[config.mk]
export PLATFORM = sky130hd
export DESIGN_NAME = mul_seq_ctrl
export DESIGN_NICKNAME = d
export VERILOG_FILES = /design/src/rtl/mul_seq_ctrl_pkg.sv /design/src/rtl/mul_seq_ctrl_mul16_reg.sv /design/src/rtl/mul_seq_ctrl.sv
export SDC_FILE = /design/constraint.sdc
export NUM_CORES = 1
export LEC_CHECK = 0
export ABC_AREA = 1
export CAP_MARGIN = 20
export CORE_MARGIN = 8
export CORE_UTILIZATION = 45
export CTS_CLUSTER_DIAMETER = 200
export DETAILED_ROUTE_END_ITERATION = 10
export PLACE_DENSITY = 0.62
export SLEW_MARGIN = 0
export SYNTH_ARGS = -nofsm -noshare
export SYNTH_HDL_FRONTEND = slang
export SYNTH_HIERARCHICAL = 1
export SYNTH_SLANG_ARGS = --single-unit
[constraint.sdc]
create_clock -name clk -period 7.7 [get_ports clk]
set_clock_uncertainty 0.2 [all_clocks]
set_input_delay 1.54 -clock clk [delete_from_list [all_inputs] [get_ports clk]]
set_output_delay 1.54 -clock clk [all_outputs]
set_load 0.005 [all_outputs]
[src/rtl/mul_seq_ctrl_pkg.sv]
// Shared encodings for the multi-cycle 32x32 multiply sequencer:
// op codes, controller states and partial-product scheduling helpers.
package mul_seq_ctrl_pkg;

    typedef enum logic [1:0] {
        OP_MUL    = 2'b00,
        OP_MULXUU = 2'b01,
        OP_MULXSU = 2'b10,
        OP_MULXSS = 2'b11
    } op_e;

    typedef enum logic [2:0] {
        ST_IDLE  = 3'd0,
        ST_ISSUE = 3'd1,
        ST_DRAIN = 3'd2,
        ST_FIX   = 3'd3,
        ST_DONE  = 3'd4
    } state_e;

    // Shift applied to a partial product, in units of the cell width.
    typedef enum logic [1:0] {
        SH_NONE = 2'd0,
        SH_HALF = 2'd1,
        SH_FULL = 2'd2
    } shift_e;

    localparam logic [1:0] PP0 = 2'd0;  // aL*bL
    localparam logic [1:0] PP1 = 2'd1;  // aH*bL
    localparam logic [1:0] PP2 = 2'd2;  // aL*bH
    localparam logic [1:0] PP3 = 2'd3;  // aH*bH

    function automatic shift_e pp_shift(input logic [1:0] idx);
        shift_e sh;
        case (idx)
            PP0:     sh = SH_NONE;
            PP1:     sh = SH_HALF;
            PP2:     sh = SH_HALF;
            default: sh = SH_FULL;
        endcase
        return sh;
    endfunction

    // The low word never depends on aH*bH, so MUL stops after three products.
    function automatic logic [2:0] pp_count(input op_e op);
        return (op == OP_MUL) ? 3'd3 : 3'd4;
    endfunction

endpackage

[src/rtl/mul_seq_ctrl_mul16_reg.sv]
// HALF_W x HALF_W unsigned multiplier cell with MUL_LAT output registers,
// written so synthesis maps it onto a single DSP block.
module mul16_reg #(
    parameter int HALF_W  = 16,
    parameter int MUL_LAT = 1
) (
    input  logic                  clk,
    input  logic                  reset_n,
    input  logic [HALF_W-1:0]     a_i,
    input  logic [HALF_W-1:0]     b_i,
    output logic [2*HALF_W-1:0]   p_o
);

    localparam int PW = 2 * HALF_W;

    logic [PW-1:0] pipe_q [MUL_LAT];

    always_ff @(posedge clk) begin
        if (!reset_n) begin
            for (int i = 0; i < MUL_LAT; i++) pipe_q[i] <= '0;
        end else begin
            pipe_q[0] <= PW'(a_i) * PW'(b_i);
            for (int i = 1; i < MUL_LAT; i++) pipe_q[i] <= pipe_q[i-1];
        end
    end

    assign p_o = pipe_q[MUL_LAT-1];

endmodule

[src/rtl/mul_seq_ctrl.sv]
// Multi-cycle 32x32 multiply sequencer: four 16x16 partial products through
// one shared cell, accumulated to 64 bits, then sign-corrected per op.
module mul_seq_ctrl
    import mul_seq_ctrl_pkg::*;
#(
    parameter int HALF_W  = 16,
    parameter int MUL_LAT = 1
) (
    input  logic                  clk,
    input  logic                  reset_n,
    input  logic                  start,
    input  logic [1:0]            op,
    input  logic [2*HALF_W-1:0]   src1,
    input  logic [2*HALF_W-1:0]   src2,
    output logic                  busy,
    output logic                  done,
    output logic [2*HALF_W-1:0]   result
);

    localparam int DATA_W = 2 * HALF_W;
    localparam int ACC_W  = 2 * DATA_W;

    state_e              state_q;
    op_e                 op_q;
    logic [DATA_W-1:0]   a_q, b_q;
    logic [1:0]          idx_q;
    logic [7:0]          drain_q;
    logic [ACC_W-1:0]    acc_q;
    logic [DATA_W-1:0]   result_q;
    logic                busy_q, done_q;

    logic                vld_q [MUL_LAT];
    shift_e              sh_q  [MUL_LAT];

    logic [HALF_W-1:0]   mul_a_d, mul_b_d;
    logic [DATA_W-1:0]   prod;
    logic                issue_d, last_issue_d;
    shift_e              sh_d;
    logic [ACC_W-1:0]    pp_ext_d, acc_d;
    logic [DATA_W-1:0]   hi_corr_d, res_d;
    logic                s1_neg_d, s2_neg_d;

    mul16_reg #(
        .HALF_W  (HALF_W),
        .MUL_LAT (MUL_LAT)
    ) u_mul (
        .clk     (clk),
        .reset_n (reset_n),
        .a_i     (mul_a_d),
        .b_i     (mul_b_d),
        .p_o     (prod)
    );

    always_comb begin
        issue_d      = (state_q == ST_ISSUE);
        last_issue_d = ({1'b0, idx_q} == (pp_count(op_q) - 3'd1));
        sh_d         = pp_shift(idx_q);
        mul_a_d      = idx_q[0] ? a_q[DATA_W-1:HALF_W] : a_q[HALF_W-1:0];
        mul_b_d      = idx_q[1] ? b_q[DATA_W-1:HALF_W] : b_q[HALF_W-1:0];

        pp_ext_d = ACC_W'(prod);
        case (sh_q[MUL_LAT-1])
            SH_NONE: pp_ext_d = ACC_W'(prod);
            SH_HALF: pp_ext_d = ACC_W'(prod) << HALF_W;
            default: pp_ext_d = ACC_W'(prod) << DATA_W;
        endcase
        acc_d = vld_q[MUL_LAT-1] ? (acc_q + pp_ext_d) : acc_q;

        // Subtracting x<<DATA_W modulo 2^ACC_W only touches the high word.
        s1_neg_d  = ((op_q == OP_MULXSU) || (op_q == OP_MULXSS)) && a_q[DATA_W-1];
        s2_neg_d  = (op_q == OP_MULXSS) && b_q[DATA_W-1];
        hi_corr_d = acc_q[ACC_W-1:DATA_W]
                    - (s1_neg_d ? b_q : '0)
                    - (s2_neg_d ? a_q : '0);
        res_d     = (op_q == OP_MUL) ? acc_q[DATA_W-1:0] : hi_corr_d;
    end

    // Valid/shift tags mirror the multiplier's register stages.
    always_ff @(posedge clk) begin
        if (!reset_n) begin
            for (int i = 0; i < MUL_LAT; i++) vld_q[i] <= 1'b0;
        end else begin
            vld_q[0] <= issue_d;
            for (int i = 1; i < MUL_LAT; i++) vld_q[i] <= vld_q[i-1];
        end
    end

    always_ff @(posedge clk) begin
        sh_q[0] <= sh_d;
        for (int i = 1; i < MUL_LAT; i++) sh_q[i] <= sh_q[i-1];
    end

    always_ff @(posedge clk) begin
        if (!reset_n) begin
            state_q  <= ST_IDLE;
            busy_q   <= 1'b0;
            done_q   <= 1'b0;
            result_q <= '0;
            acc_q    <= '0;
            idx_q    <= PP0;
            drain_q  <= '0;
        end else begin
            case (state_q)
                ST_IDLE: begin
                    done_q <= 1'b0;
                    if (start) begin
                        a_q     <= src1;
                        b_q     <= src2;
                        op_q    <= op_e'(op);
                        acc_q   <= '0;
                        idx_q   <= PP0;
                        busy_q  <= 1'b1;
                        state_q <= ST_ISSUE;
                    end
                end
                ST_ISSUE: begin
                    acc_q <= acc_d;
                    idx_q <= idx_q + 2'd1;
                    if (last_issue_d) begin
                        drain_q <= 8'(MUL_LAT - 1);
                        state_q <= ST_DRAIN;
                    end
                end
                ST_DRAIN: begin
                    acc_q <= acc_d;
                    if (drain_q == 8'd0) state_q <= ST_FIX;
                    else                 drain_q <= drain_q - 8'd1;
                end
                ST_FIX: begin
                    result_q <= res_d;
                    done_q   <= 1'b1;
                    state_q  <= ST_DONE;
                end
                ST_DONE: begin
                    done_q  <= 1'b0;
                    busy_q  <= 1'b0;
                    state_q <= ST_IDLE;
                end
                default: state_q <= ST_IDLE;
            endcase
        end
    end

    assign busy   = busy_q;
    assign done   = done_q;
    assign result = result_q;

endmodule

Word-level counts from Yosys, hierarchy flattened
Memory sizes are Yosys's and may differ from the RTL's.
Index checks and enable logic that the tools add are counted.
{ "word_totals": {"output_inout_bits": 34, "ram_bits": 35, "n_memories": 3, "word_cells": 88, "inputBits": 69, "ff_bits": 177, "mem_bits_ro": 0, "latchBits": 0} }
{ "mem_list": {"columns": ["name", "words", "width", "rd", "rd_clocked_by_memory_dff", "write_ports", "line_no", "rtl"], "rows": [
  ["u_mul.pipe_q", 1, 32, 1, 0, 1, "mul_seq_ctrl_mul16_reg.sv:16", "logic [PW-1:0] pipe_q [MUL_LAT];"],
  ["sh_q", 1, 2, 1, 0, 1, "mul_seq_ctrl.sv:33", "shift_e sh_q [MUL_LAT];"],
  ["vld_q", 1, 1, 1, 0, 1, "mul_seq_ctrl.sv:32", "logic vld_q [MUL_LAT];"]
]} }
{ "classes": {"reduce_logical": 24, "addsub": 6, "div_mod_pow": 0, "n_lt_le_gt_ge": 0, "eq_ne": 15, "mux": 29, "n_mul": 1, "shift": 0, "bitwise": 0} }
{ "ops": {"columns": ["operator", "count"], "rows": [
  ["one-hot mux 64 bit (2 select lines)", 2],
  ["2-to-1 mux 32 bit", 4],
  ["2-to-1 mux 64 bit", 2],
  ["adder 64 bit", 1],
  ["subtractor 32 bit", 2],
  ["multiplier 16 x 16 -> 32 bit", 1],
  ["2-to-1 mux 16 bit", 2],
  ["OR reduction 32 bit", 1],
  ["2-to-1 mux 8 bit", 2],
  ["one-hot mux 8 bit (2 select lines)", 1],
  ["2-to-1 mux 3 bit", 4],
  ["one-hot mux 3 bit (4 select lines)", 1],
  ["AND reduction 3 bit", 4],
  ["nonzero test 2 bit", 5],
  ["zero test 8 bit", 1],
  ["one-hot mux 2 bit (2 select lines)", 2],
  ["subtractor 8 x 1 -> 8 bit, second input constant", 1],
  ["equality test 2 bit, second input constant", 3],
  ["equality test 3 x 2 -> 1 bit, second input constant", 2],
  ["zero test 2 bit", 3],
  ["2-to-1 mux 1 bit", 6],
  ["inequality test 2 bit, second input constant", 3],
  ["OR reduction 2 bit", 3],
  ["equality test 2 x 1 -> 1 bit, second input constant", 2],
  ["13 further kinds", 17]
]} }

Logic depth before layout (Yosys ltp)
{ "logic_depth": {"word_depth": 7, "mapped_depth": 31, "depth_no_buf": 28} }

Hierarchy
Netlist, hierarchy kept.
{ "by_module_without_submodules": {"columns": ["module", "seq_area_each_um2", "n_inst", "cells_per_inst", "area_per_inst_um2"], "rows": [
  ["mul_seq_ctrl", 4264.1, 1, 2761, 16400.7],
  ["mul16_reg", 640.6, 1, 1456, 10284.9]
]} }

Worst setup path before layout
Ideal clock, no wire load.
{ "synth_path": {"kind": "flip-flop to flip-flop", "from": "reg idx_q[0]", "to": "mem u_mul/pipe_q[0][23] (netlist bit)", "stages_incl_launch_ff": 30, "setup_slack_ns": 1.496, "n_path_buf": 4, "arrival_time_ns": 5.892, "setup_time_ns": 0.113, "period_less_slack_ns": 6.204, "t_required_ns": 7.387, "cell_sequence": "dfxtp_1 > clkbuf_1 > clkbuf_1 > nand2_1 > o21ai_0 > clkbuf_1 > clkbuf_1 > nand2_1 > fa_1 > inv_1 > fa_1 > inv_1 > fa_1 > inv_1 > fa_1 > fa_1 > inv_1 > fa_1 > inv_1 > ha_1 > nand2_1 > inv_1 > nand2_1 > nand2_1 > inv_1 > nand3_2 > nand2_1 > nand2_1 > nor2_1 > nor2_1"} }
{ "synth_via": {"elab_chain_len": 3} }
{ "synth_rtl": {"columns": ["element", "line_no", "rtl"], "rows": [
  ["from (decl)", "mul_seq_ctrl.sv:26", "logic [1:0] idx_q;"],
  ["from (signal assigned)", "mul_seq_ctrl.sv:118", "idx_q <= idx_q + 2'd1;"],
  ["2-to-1 mux 16 bit", "mul_seq_ctrl.sv:58", "mul_a_d = idx_q[0] ? a_q[DATA_W-1:HALF_W] : a_q[HALF_W-1:0];"],
  ["via mul_a_d[5]", "mul_seq_ctrl.sv:35", "logic [HALF_W-1:0] mul_a_d, mul_b_d;"],
  ["multiplier 16 x 16 -> 32 bit", "mul_seq_ctrl_mul16_reg.sv:22", "pipe_q[0] <= PW'(a_i) * PW'(b_i);"],
  ["2-to-1 mux 32 bit (no source line)", null, null],
  ["to (decl)", "mul_seq_ctrl_mul16_reg.sv:16", null]
]} }
The timed path passes the listed nets, and every way through them passes these cells.

Final worst setup path
{ "layout_path": {"from": "reg idx_q[1]", "to": "mem u_mul/pipe_q[0][29] (netlist bit)"} }
{ "layout_via": {"elab_chain_len": 3} }
{ "layout_rtl": {"columns": ["element", "line_no", "rtl"], "rows": [
  ["2-to-1 mux 16 bit", "mul_seq_ctrl.sv:59", "mul_b_d = idx_q[1] ? b_q[DATA_W-1:HALF_W] : b_q[HALF_W-1:0];"],
  ["via mul_b_d[13]", "mul_seq_ctrl.sv:35", null],
  ["multiplier 16 x 16 -> 32 bit", "mul_seq_ctrl_mul16_reg.sv:22", null],
  ["2-to-1 mux 32 bit (no source line)", null, null]
]} }
The timed path passes the listed nets, and every way through them passes these cells.

==> tab_implementation.tex <==
\begin{tabular}{lr}
\hline
Metric & Value \\
\hline
\multicolumn{2}{l}{\textbf{Run status}} \\
\quad Run status & finished, final reports clean \\
\multicolumn{2}{l}{\textbf{Yosys}} \\
\quad Portion of synthesized cell area occupied by the leading cell type & 19.58\% \\
\quad Cell variety after synth & 45 \\
\quad Synthesized netlist net count & 4715 \\
\quad Synth Cell Area & 26690 um\^{}2 \\
\quad Share of synthesized area occupied by flip-flops and latches & 18.38\% \\
\quad Flip-flop and latch count after synthesis & 212 \\
\quad Post-Syn Instances & 4217 \\
\quad Flip-flop cell with the highest count after synthesis & sky130\_fd\_sc\_hd\_\_dfxtp\_1 \\
\quad Post-synthesis cell type with the largest combined area & sky130\_fd\_sc\_hd\_\_nand2\_1 \\
\quad Number of synthesized flops with an enable pin & 66 \\
\quad Largest cells by area after synthesis & sky130\_fd\_sc\_hd\_\_nand2\_1 (20\%), sky130\_fd\_sc\_hd\_\_fa\_1 (17\%), sky130\_fd\_sc\_hd\_\_inv\_1 (15\%) \\
\quad Fraction of synthesis flops using an asynchronous set or reset pin & 0\% \\
\quad Number of synthesis warnings & 6 \\
\quad Synthesized area per cell & 6.328 um\^{}2 \\
\multicolumn{2}{l}{\textbf{Route}} \\
\quad Final wirelength & 92.17 mm \\
\quad Routed via count & 25310 \\
\quad Avg WL per Cell & 18.18 um \\
\quad Routed via count divided by cell count & 4.990 \\
\quad Number of DRC markers in iteration 0 & 2133 \\
\quad Final routed DRC violation total & 0 \\
\quad Total iterations of the first detailed-routing run & 6 \\
\quad Count of antenna-violating nets left after detailed routing & 0 \\
\multicolumn{2}{l}{\textbf{STA}} \\
\quad Tightest slew margin relative to the limit & 28.81\% \\
\quad Final cycle utilization of the critical path & 86.11\% \\
\quad Final count of hold timing violations & 0 \\
\quad Final setup violating endpoints & 0 \\
\quad Worst hold slack across all endpoints & 0.2631 ns \\
\quad Actual slew at the worst max-slew pin & 1.061 ns \\
\quad Setup repair after global routing missed its margin & no \\
\quad Setup TNS & 0 ns \\
\quad Final setup margin & 1.070 ns \\
\quad Maximum clock frequency & 0.1508 GHz \\
\quad Minimum clock period after layout & 6.630 ns \\
\quad Slew Viols, Final & 0 \\
\multicolumn{2}{l}{\textbf{Floorplan}} \\
\quad Floorplan die area & 67350 um\^{}2 \\
\quad Initial Util & 45.39\% \\
\quad Die outline width & 259.5 um \\
\quad Core Area & 58800 um\^{}2 \\
\quad Count of pins on the block boundary & 103 \\
\quad Overall die height & 259.5 um \\
\quad Row count & 89 \\
\multicolumn{2}{l}{\textbf{CTS}} \\
\quad Clock sink total & 212 \\
\quad Clock latency on the worst-skew pair & 0.60 ns \\
\quad Maximum root-to-sink buffer count & 3 \\
\quad H-tree depth & 1 \\
\quad Number of buffers added for setup after CTS & 0 \\
\quad Clk pin slew, worst setup/hold paths & 0.06 ns \\
\quad Count of cells resized by post-cts repair & 0 \\
\quad Hold buffer count at CTS & 0 \\
\quad CTS buffer count & 28 \\
\quad TritonCTS clock tree & yes \\
\quad Clk Tree Root Cell & sky130\_fd\_sc\_hd\_\_clkbuf\_16 \\
\multicolumn{2}{l}{\textbf{Setup path}} \\
\quad CP Launch Type & register \\
\quad Largest fanout on the critical path & 14 \\
\quad Crit. End Element & register \\
\quad Worst endpoint data arrival time & 6.90 ns \\
\quad Required @ worst endpoint & 7.97 ns \\
\quad Category of the most critical setup path & reg -> reg \\
\multicolumn{2}{l}{\textbf{Layout}} \\
\quad Share of post-route cells with drive strength above 1 & 4.141\% \\
\quad Final instance area & 29600 um\^{}2 \\
\quad Count of nets after finishing & 4774 \\
\quad Inserted Diodes & 0 \\
\quad \# fillers & 6151 \\
\quad Area overhead of the layout relative to synthesis & 10.92\% \\
\multicolumn{2}{l}{\textbf{Global routing}} \\
\quad Antenna violations before repair & 0 \\
\quad Global route overflow & 0 \\
\quad Wire length of the first global-routing pass & 141.1 mm \\
\quad Maximum number of pins on one net before global-route repair & 72 \\
\quad Global routing met3 resource utilization & 3.382\% \\
\quad GR met2 Demand/Resource & 45.21\% \\
\quad Via count of the first global-routing pass & 24620 \\
\quad Layer with the highest usage after global routing & met2 \\
\quad Total routing resource utilization after global routing & 26.94\% \\
\quad Met1 Usage GRT & 34.35\% \\
\multicolumn{2}{l}{\textbf{Place}} \\
\quad Worst setup timing slack at the placement stage & 1.081 ns \\
\quad Detailed-placement wirelength estimate & 75.97 mm \\
\quad Number of I/O port buffers & 102 \\
\quad Routability cong. & 1.014 \\
\quad Area post-placement & 28610 um\^{}2 \\
\multicolumn{2}{l}{\textbf{Run}} \\
\quad Count of max-cap constraint violations & 0 \\
\multicolumn{2}{l}{\textbf{Worst hold path}} \\
\quad Min-Delay Path Class & reg -> reg \\
\hline
\end{tabular}
area by class of cell:
| type | instances | area (um^2) | area share (%) |
|---|---|---|---|
| Clock buffer | 36 | 835.8 | 2.824 |
| Clock inverter | 16 | 150.1 | 0.5072 |
| Inverter | 1076 | 4040 | 13.65 |
| Multi-Input combinational cell | 2804 | 17280 | 58.37 |
| Sequential cell | 212 | 4905 | 16.57 |
| Tap cell | 773 | 967.2 | 3.267 |
| Timing Repair Buffer | 154 | 1426 | 4.819 |
sequential cells by signal, indices dropped and copies added, names as in the netlist:
name and cells:
a_q 32, acc_q 64, b_q 32, busy 1, done 1, drain_q 8, idx_q 2, op_q 2
result 32, sh_q 2, state_q 3, u_mul/pipe_q 32, vld_q 1
layer usage:
layer	part of all wire, %	wire (um)	up-vias
li1	-	-	12610
met5	0	0	-
met3	6.0	5494	187
met4	5.4	4985	0
met2	46	42530	820
met1	42	39160	11690
critical path: stages, from the launching register on:
cell and delay [ns]:
sky130_fd_sc_hd__dfxtp_1 0.46, sky130_fd_sc_hd__o21ai_1 0.89, sky130_fd_sc_hd__buf_4 0.27, sky130_fd_sc_hd__nand2_1 0.05, sky130_fd_sc_hd__inv_1 0.10, sky130_fd_sc_hd__fa_1 0.45, sky130_fd_sc_hd__fa_1 0.53, sky130_fd_sc_hd__fa_1 0.52
sky130_fd_sc_hd__fa_1 0.52, sky130_fd_sc_hd__fa_1 0.54, sky130_fd_sc_hd__inv_1 0.06, sky130_fd_sc_hd__fa_1 0.54, sky130_fd_sc_hd__inv_1 0.05, sky130_fd_sc_hd__ha_1 0.39, sky130_fd_sc_hd__nand2_2 0.15, sky130_fd_sc_hd__inv_1 0.05
sky130_fd_sc_hd__a21oi_1 0.22, sky130_fd_sc_hd__nand2_1 0.12, sky130_fd_sc_hd__a21oi_1 0.18, sky130_fd_sc_hd__nand3_1 0.10, sky130_fd_sc_hd__nand2_1 0.07, sky130_fd_sc_hd__nor2_1 0.04
placed cells by master, fill, tap and decap left out, drive strengths merged, types with 2 or more instances in the layout:
master	count
nand2	1405
inv	1077
nor2	310
fa	226
a21oi	219
ha	203
nand3	169
dfxtp	146
o21ai	112
clkdlybuf4s50	101
edfxtp	66
buf	52
clkbuf	37
o22ai	32
nor3	23
o21bai	18
xor2	17
or2	17
nand4	13
clkinv	11
a31oi	8
xnor2	6
nor4	5
and2	4
nand3b	4
clkinvlp	3
a21o	2
a211oi	2
o21a	2
a21boi	2
path summary, 6_finish.rpt:
path                            slack [ns]  cells after the start               startpoint                        endpoint
worst max-delay path                  1.07                     21    idx_q[1]$_SDFFE_PN0P_  u_mul/pipe_q[0][29]$_SDFF_PN0_
worst max register to register        1.07                     21    idx_q[1]$_SDFFE_PN0P_  u_mul/pipe_q[0][29]$_SDFF_PN0_
worst min register to register        0.26                      2  result[11]$_SDFFE_PN0P_         result[11]$_SDFFE_PN0P_
worst min-delay path                  0.26                      2  result[11]$_SDFFE_PN0P_         result[11]$_SDFFE_PN0P_
through the flow:
stage / cells / utilization [%]
after global routing: 5071 / 50.34
after CTS: 5070 / 50.33
final: 5071 / 50.34
after global placement: 5014 / 48.57
after floorplan: 4217 / -
after detailed placement: 5018 / 48.66
cells by family after synthesis:
family          after synthesis  synth area share [%]
buf+inv                    1201                 16.96
xor+xnor                     23                0.7549
fa+ha+maj                   429                 26.47
flops                       212                 18.38
compound gates              400                 8.055
simple gates               1952                 29.38
cell usage after synthesis (all sizes together) (5+ instances only):
master,n
nand4,13
ha,203
dfxtp,146
nor3,23
o21ai,112
nor4,5
a21oi,219
xor2,17
clkbuf,108
a31oi,8
buf,17
nand3,169
nor2,310
o21bai,18
edfxtp,66
xnor2,6
fa,226
o22ai,32
nand2,1405
or2,17
inv,1074
Power is not shown: default switching activity piles up to over one toggle a cycle in this logic, so the estimate is an artifact.
